### src/rtl/slew_pkg.sv
`default_nettype none
// ============================================================================
//  Module   : slew_pkg
//  Purpose  : Shared types and defaults for the slew_glide level smoother.
//             - slew_state_t : ramp direction state (IDLE / UP / DOWN)
//             - RATEW_DEFAULT: default width of the tick-period input
//  Revision : 1.0  initial release
// ============================================================================
package slew_pkg;

   // IDLE: output sits on the latched target; UP/DOWN: ramping toward it.
   typedef enum logic [1:0] {
      IDLE = 2'd0,
      UP   = 2'd1,
      DOWN = 2'd2
   } slew_state_t;

   localparam int RATEW_DEFAULT = 24;

endpackage : slew_pkg
`default_nettype wire

### src/rtl/tick_div.sv
`default_nettype none
// ============================================================================
//  Module   : tick_div
//  Purpose  : Programmable tick divider. Counts 0..rate while enabled and
//             raises tick for the cycle in which the count reaches rate,
//             then wraps to 0. Held at 0 while disabled or cleared.
//  Ports    : clk    - clock
//             rst    - synchronous active-high reset
//             clear  - restart the count from 0 at the next edge
//             enable - counter runs only when high
//             rate   - tick period minus one
//             tick   - combinational one-cycle tick strobe
//  Revision : 1.0  initial release
// ============================================================================
module tick_div
   import slew_pkg::*;
#(
   parameter int RATEW = RATEW_DEFAULT
) (
   input  logic             clk,
   input  logic             rst,
   input  logic             clear,
   input  logic             enable,
   input  logic [RATEW-1:0] rate,
   output logic             tick
);

   logic [RATEW-1:0] count;

   // ">=" rather than "==" so that lowering rate mid-ramp below the current
   // count fires at the next compare instead of running all the way round.
   assign tick = enable && (count >= rate);

   always_ff @(posedge clk) begin
      if (rst || clear || !enable) begin
         count <= '0;
      end else if (tick) begin
         count <= '0;
      end else begin
         count <= count + RATEW'(1);
      end
   end

endmodule : tick_div
`default_nettype wire

### src/rtl/slew_glide.sv
`default_nettype none
`ifndef BITS
`define BITS 16
`endif
// ============================================================================
//  Module   : slew_glide
//  Purpose  : Slew-rate limiter. When the target level changes, the output
//             ramps toward it by stepSize every rate+1 cycles, never
//             overshooting or wrapping. stepSize==0 jumps immediately.
//  Ports    : clk      - clock
//             rst      - synchronous active-high reset
//             target   - signed level to approach
//             rate     - tick period minus one
//             stepSize - unsigned per-tick step magnitude (0 = bypass)
//             sigOut   - registered slewed level
//             settled  - high while sigOut sits on the latched target
//             trig     - one-cycle pulse per detected target change
//  Revision : 1.0  initial release
// ============================================================================
module slew_glide
   import slew_pkg::*;
#(
   parameter int BITS  = `BITS,
   parameter int RATEW = RATEW_DEFAULT
) (
   input  logic                   clk,
   input  logic                   rst,
   input  logic signed [BITS-1:0] target,
   input  logic        [RATEW-1:0] rate,
   input  logic        [BITS-1:0] stepSize,
   output logic signed [BITS-1:0] sigOut,
   output logic                   settled,
   output logic                   trig
);

   slew_state_t             state, state_nxt;
   logic signed [BITS-1:0]  tgt_reg, tgt_nxt;
   logic signed [BITS-1:0]  sig_nxt;
   logic                    trig_nxt;

   logic                    change;
   logic                    tick;
   logic signed [BITS:0]    diff_up;
   logic signed [BITS:0]    diff_dn;
   logic signed [BITS:0]    step_ext;

   assign change   = (target != tgt_reg);
   assign diff_up  = {tgt_reg[BITS-1], tgt_reg} - {sigOut[BITS-1], sigOut};
   assign diff_dn  = {sigOut[BITS-1], sigOut} - {tgt_reg[BITS-1], tgt_reg};
   assign step_ext = {1'b0, stepSize};
   assign settled  = (state == IDLE);

   tick_div #(
      .RATEW (RATEW)
   ) u_tick_div (
      .clk    (clk),
      .rst    (rst),
      .clear  (change),
      .enable (state != IDLE),
      .rate   (rate),
      .tick   (tick)
   );

   always_ff @(posedge clk) begin
      if (rst) begin
         state   <= IDLE;
         sigOut  <= '0;
         tgt_reg <= '0;
         trig    <= 1'b0;
      end else begin
         state   <= state_nxt;
         sigOut  <= sig_nxt;
         tgt_reg <= tgt_nxt;
         trig    <= trig_nxt;
      end
   end

   // A target change outranks a tick in the same cycle: the direction is
   // re-evaluated against the current output and the divider restarts.
   always_comb begin
      state_nxt = state;
      sig_nxt   = sigOut;
      tgt_nxt   = tgt_reg;
      trig_nxt  = 1'b0;
      if (change) begin
         tgt_nxt  = target;
         trig_nxt = 1'b1;
         if (stepSize == '0) begin
            sig_nxt   = target;
            state_nxt = IDLE;
         end else if (target == sigOut) begin
            state_nxt = IDLE;
         end else if (target > sigOut) begin
            state_nxt = UP;
         end else begin
            state_nxt = DOWN;
         end
      end else if (tick) begin
         // Distance is taken one bit wider so full-scale swings compare
         // correctly; the plain step below cannot overflow because it only
         // happens when the remaining distance exceeds stepSize.
         case (state)
            UP: begin
               if (diff_up <= step_ext) begin
                  sig_nxt   = tgt_reg;
                  state_nxt = IDLE;
               end else begin
                  sig_nxt = sigOut + $signed(stepSize);
               end
            end
            DOWN: begin
               if (diff_dn <= step_ext) begin
                  sig_nxt   = tgt_reg;
                  state_nxt = IDLE;
               end else begin
                  sig_nxt = sigOut - $signed(stepSize);
               end
            end
            default: begin
               state_nxt = IDLE;
            end
         endcase
      end
   end

endmodule : slew_glide
`default_nettype wire

### config.mk
export PLATFORM = sky130hd
export DESIGN_NAME = slew_glide
export DESIGN_NICKNAME = d
export VERILOG_FILES = /design/src/rtl/slew_pkg.sv /design/src/rtl/tick_div.sv /design/src/rtl/slew_glide.sv
export SDC_FILE = /design/constraint.sdc
export NUM_CORES = 1
export LEC_CHECK = 0
export ABC_CLOCK_PERIOD_IN_PS = 10100
export CORE_UTILIZATION = 44
export CTS_CLUSTER_SIZE = 28
export DETAILED_ROUTE_END_ITERATION = 6
export GPL_ROUTABILITY_DRIVEN = 0
export GPL_TIMING_DRIVEN = 0
export PLACE_DENSITY = 0.64
export SYNTH_ARGS = -nofsm -noshare
export SYNTH_HDL_FRONTEND = slang
export SYNTH_SLANG_ARGS = --single-unit
### constraint.sdc
create_clock -name clk -period 10.1 [get_ports clk]
set_input_delay 3.03 -clock clk [delete_from_list [all_inputs] [get_ports clk]]
set_output_delay 3.03 -clock clk [all_outputs]
set_load 0.02 [all_outputs]
==> metrics <==
via count 7000; Cells after DPL 1214; met3 routed wirelength 1.382 mm; gate count after technology mapping 924; crit path buf inv count 2; worst slew pin tran 0.7822 ns; LEAKAGE 3.730 nW; Setup Skew 0.005383 ns; wire length on met1 10.77 mm; family with the most delay on the worst path compound AO/OA/AOI/OAI gates; setup_tns 0 ns; TritonCTS clock tree done; most frequent cell after synthesis ha_1; DRC 0; Max-slew headroom 47.19%; Num CTS Buffers 9; Synth Area in Adders 24.30%; gr ovfl total 0; #FFs+latches synth 59; Hold Crit Class reg -> reg; hold wc startpoint u_tick_div.count[0]; status finished clean; I/O pins 76; dominant synthesized flop cell dfxtp_1; Avg Cell Area, Syn 7.824 um^2; final hold violation count 0; ANT nets after route 0; CTS Buffer Depth 2; largest net degree at the start of global routing 11; warnings from Yosys 0; Hold-fix buffers, CTS 0; chip height 130.2 um; Max Freq 0.1542 GHz; critical setup path kind in -> reg; Clock Latency Late Sink 0.33 ns; final slew viol count 0; worst-path maximum fanout 7; top cell type by total area after synthesis ha_1; Initial DRT Pass Iterations 5; pre-CTS setup slack 3.371 ns; crit path launch stepSize[11]; die area 16950 um^2; global-route wire length before repair 34.73 mm; Synth Area in Simple Gates 18.71%; Final Critical Period 6.484 ns; number of synthesized flops with an enable pin 0; CTS HTree Levels 3; Slowest-stage cell, CP or4_1; gr usage total 27.08%; Period Utilization, post-route 64.20%; Die X 130.2 um; XOR/XNOR share of the synthesized area 8.602%; most frequent cell on the critical path a31oi_1; CP Capture Type register; initial DRC count 575; CTS sink count 59; critical path startpoint category input pin; max reg flops 24; Setup violations, final 0; most frequent cells after synthesis 134 x ha_1, 100 x inv_1, 77 x nor2_1; DP HPWL 18.34 mm; Post-synth ARST share 0%; routed wl met2 9.357 mm; Initial Utilization 45.35%; Post-Syn Nets 1120; RR Startpoint sigOut[1]; slowest stage delay, CP 0.58 ns; post_cts resized 0; postcts setup bufs 0; CP cell instances clkdlybuf4s50_1, inv_1, ha_1, nand3_1, or4_1, a31oi_1, a2111oi_0, a2111o_1, nor2_2, nor2_1, a221oi_1, a31oi_1; # nets final 1205; initial antenna violation count 0; synth top area cells ha_1 23%, dfxtp_1 16%, a21oi_1 5.3%; max capacitance violation total 0; fin worst setup slack 3.616 ns; area fraction in compound gates after synthesis 24.37%; share of layout cells above drive strength 1 4.931%; Finished Layout Cells 1230; CTS root buf clkbuf_16; clk slew on worst S/H paths 0.05 ns; Layout area overhead 18.54%; PortBufs 74; Cell Area, Synth 7229 um^2; Max VDD drop 98.46 uV; vias per cell 5.691; Design Power 810.3 uW; post-synth top area share 23.19%; post-synthesis mux area share 0.1385%; max layer used met4; synth unique cells 73; WP data arrival 6.69 ns; Power Dens Cells 94.55 nW/um^2; FP Rows 46; Core ar. 15940 um^2; drt total wl 22.00 mm; CP required 10.31 ns; vias in the first global route 6490; final antenna diode count 0; WL/cell 17.89 um; main combinational cell family by area after synthesis compound AO/OA/AOI/OAI gates; RSZ-0062 raised after global routing no; sequential share of the synthesized area 16.34%
## where the power goes
part	leakage (nW)	switching, mW	internal, mW
clock network	0.159	0.106	0.229
registers	0.480	0.00765	0.237
logic	3.09	0.128	0.102
## placed cells by master (no fill, tap or decap), drive strengths merged, types with 17 or more instances in the layout
cell	netlist	layout
ha	134	134
nand2	40	40
xor2	37	37
a221oi	17	17
inv	100	100
a21o	24	24
dfxtp	59	59
clkdlybuf4s50	0	74
nor2b	34	34
nor2	78	78
o21ai	39	39
nor3	23	23
xnor2	34	34
clkbuf	17	29
nand3	18	18
a21oi	78	78
## path summary, 6_finish.rpt
check | slack, ns | depth (start not counted) | endpoint
setup / recovery | 3.62 | 12 | sigOut[15]
hold / removal | 0.46 | 1 | u_tick_div.count[0]
setup reg to reg | 4.09 | 20 | sigOut[15]
hold reg to reg | 0.46 | 1 | u_tick_div.count[0]
## per-stage QoR
step | area (um^2) | hold slack (ns) | utilization, %
finish | 8569 | 0.4637 | 53.75
global route | 8569 | 0.4862 | 53.75
CTS | 8569 | 0.4630 | 53.75
detailed placement | 8240 | 0.4589 | 51.69
global placement | 8240 | 0.4500 | 51.69
floorplan | 7229 | 0.4297 | -
## logic make-up after synthesis
kind of cell | Yosys count
AO/OA/AOI/OAI | 256
adder cells (fa/ha/maj) | 138
AND/OR/NAND/NOR | 267
buffers and inverters | 132
flip-flops | 59
multiplexers | 1
XOR/XNOR | 71
## routing by layer
metal	up-vias	track usage, %
li1	3472	-
met1	3252	38.60
met2	241	41.86
met4	0	7.319
met3	35	4.346
met5	-	0
## cell type report
| class | instances | area (um^2) |
|---|---|---|
| Multi-Input combinational cell | 733 | 5503 |
| Clock buffer | 12 | 256.5 |
| Sequential cell | 59 | 1181 |
| Tap cell | 216 | 270.3 |
| Fill cell | 1577 | 7373 |
| Timing Repair Buffer | 74 | 740.7 |
| Buffer | 32 | 170.2 |
| Inverter | 100 | 375.4 |
| Clock inverter | 4 | 72.57 |
(Power assumes the default switching activity.)
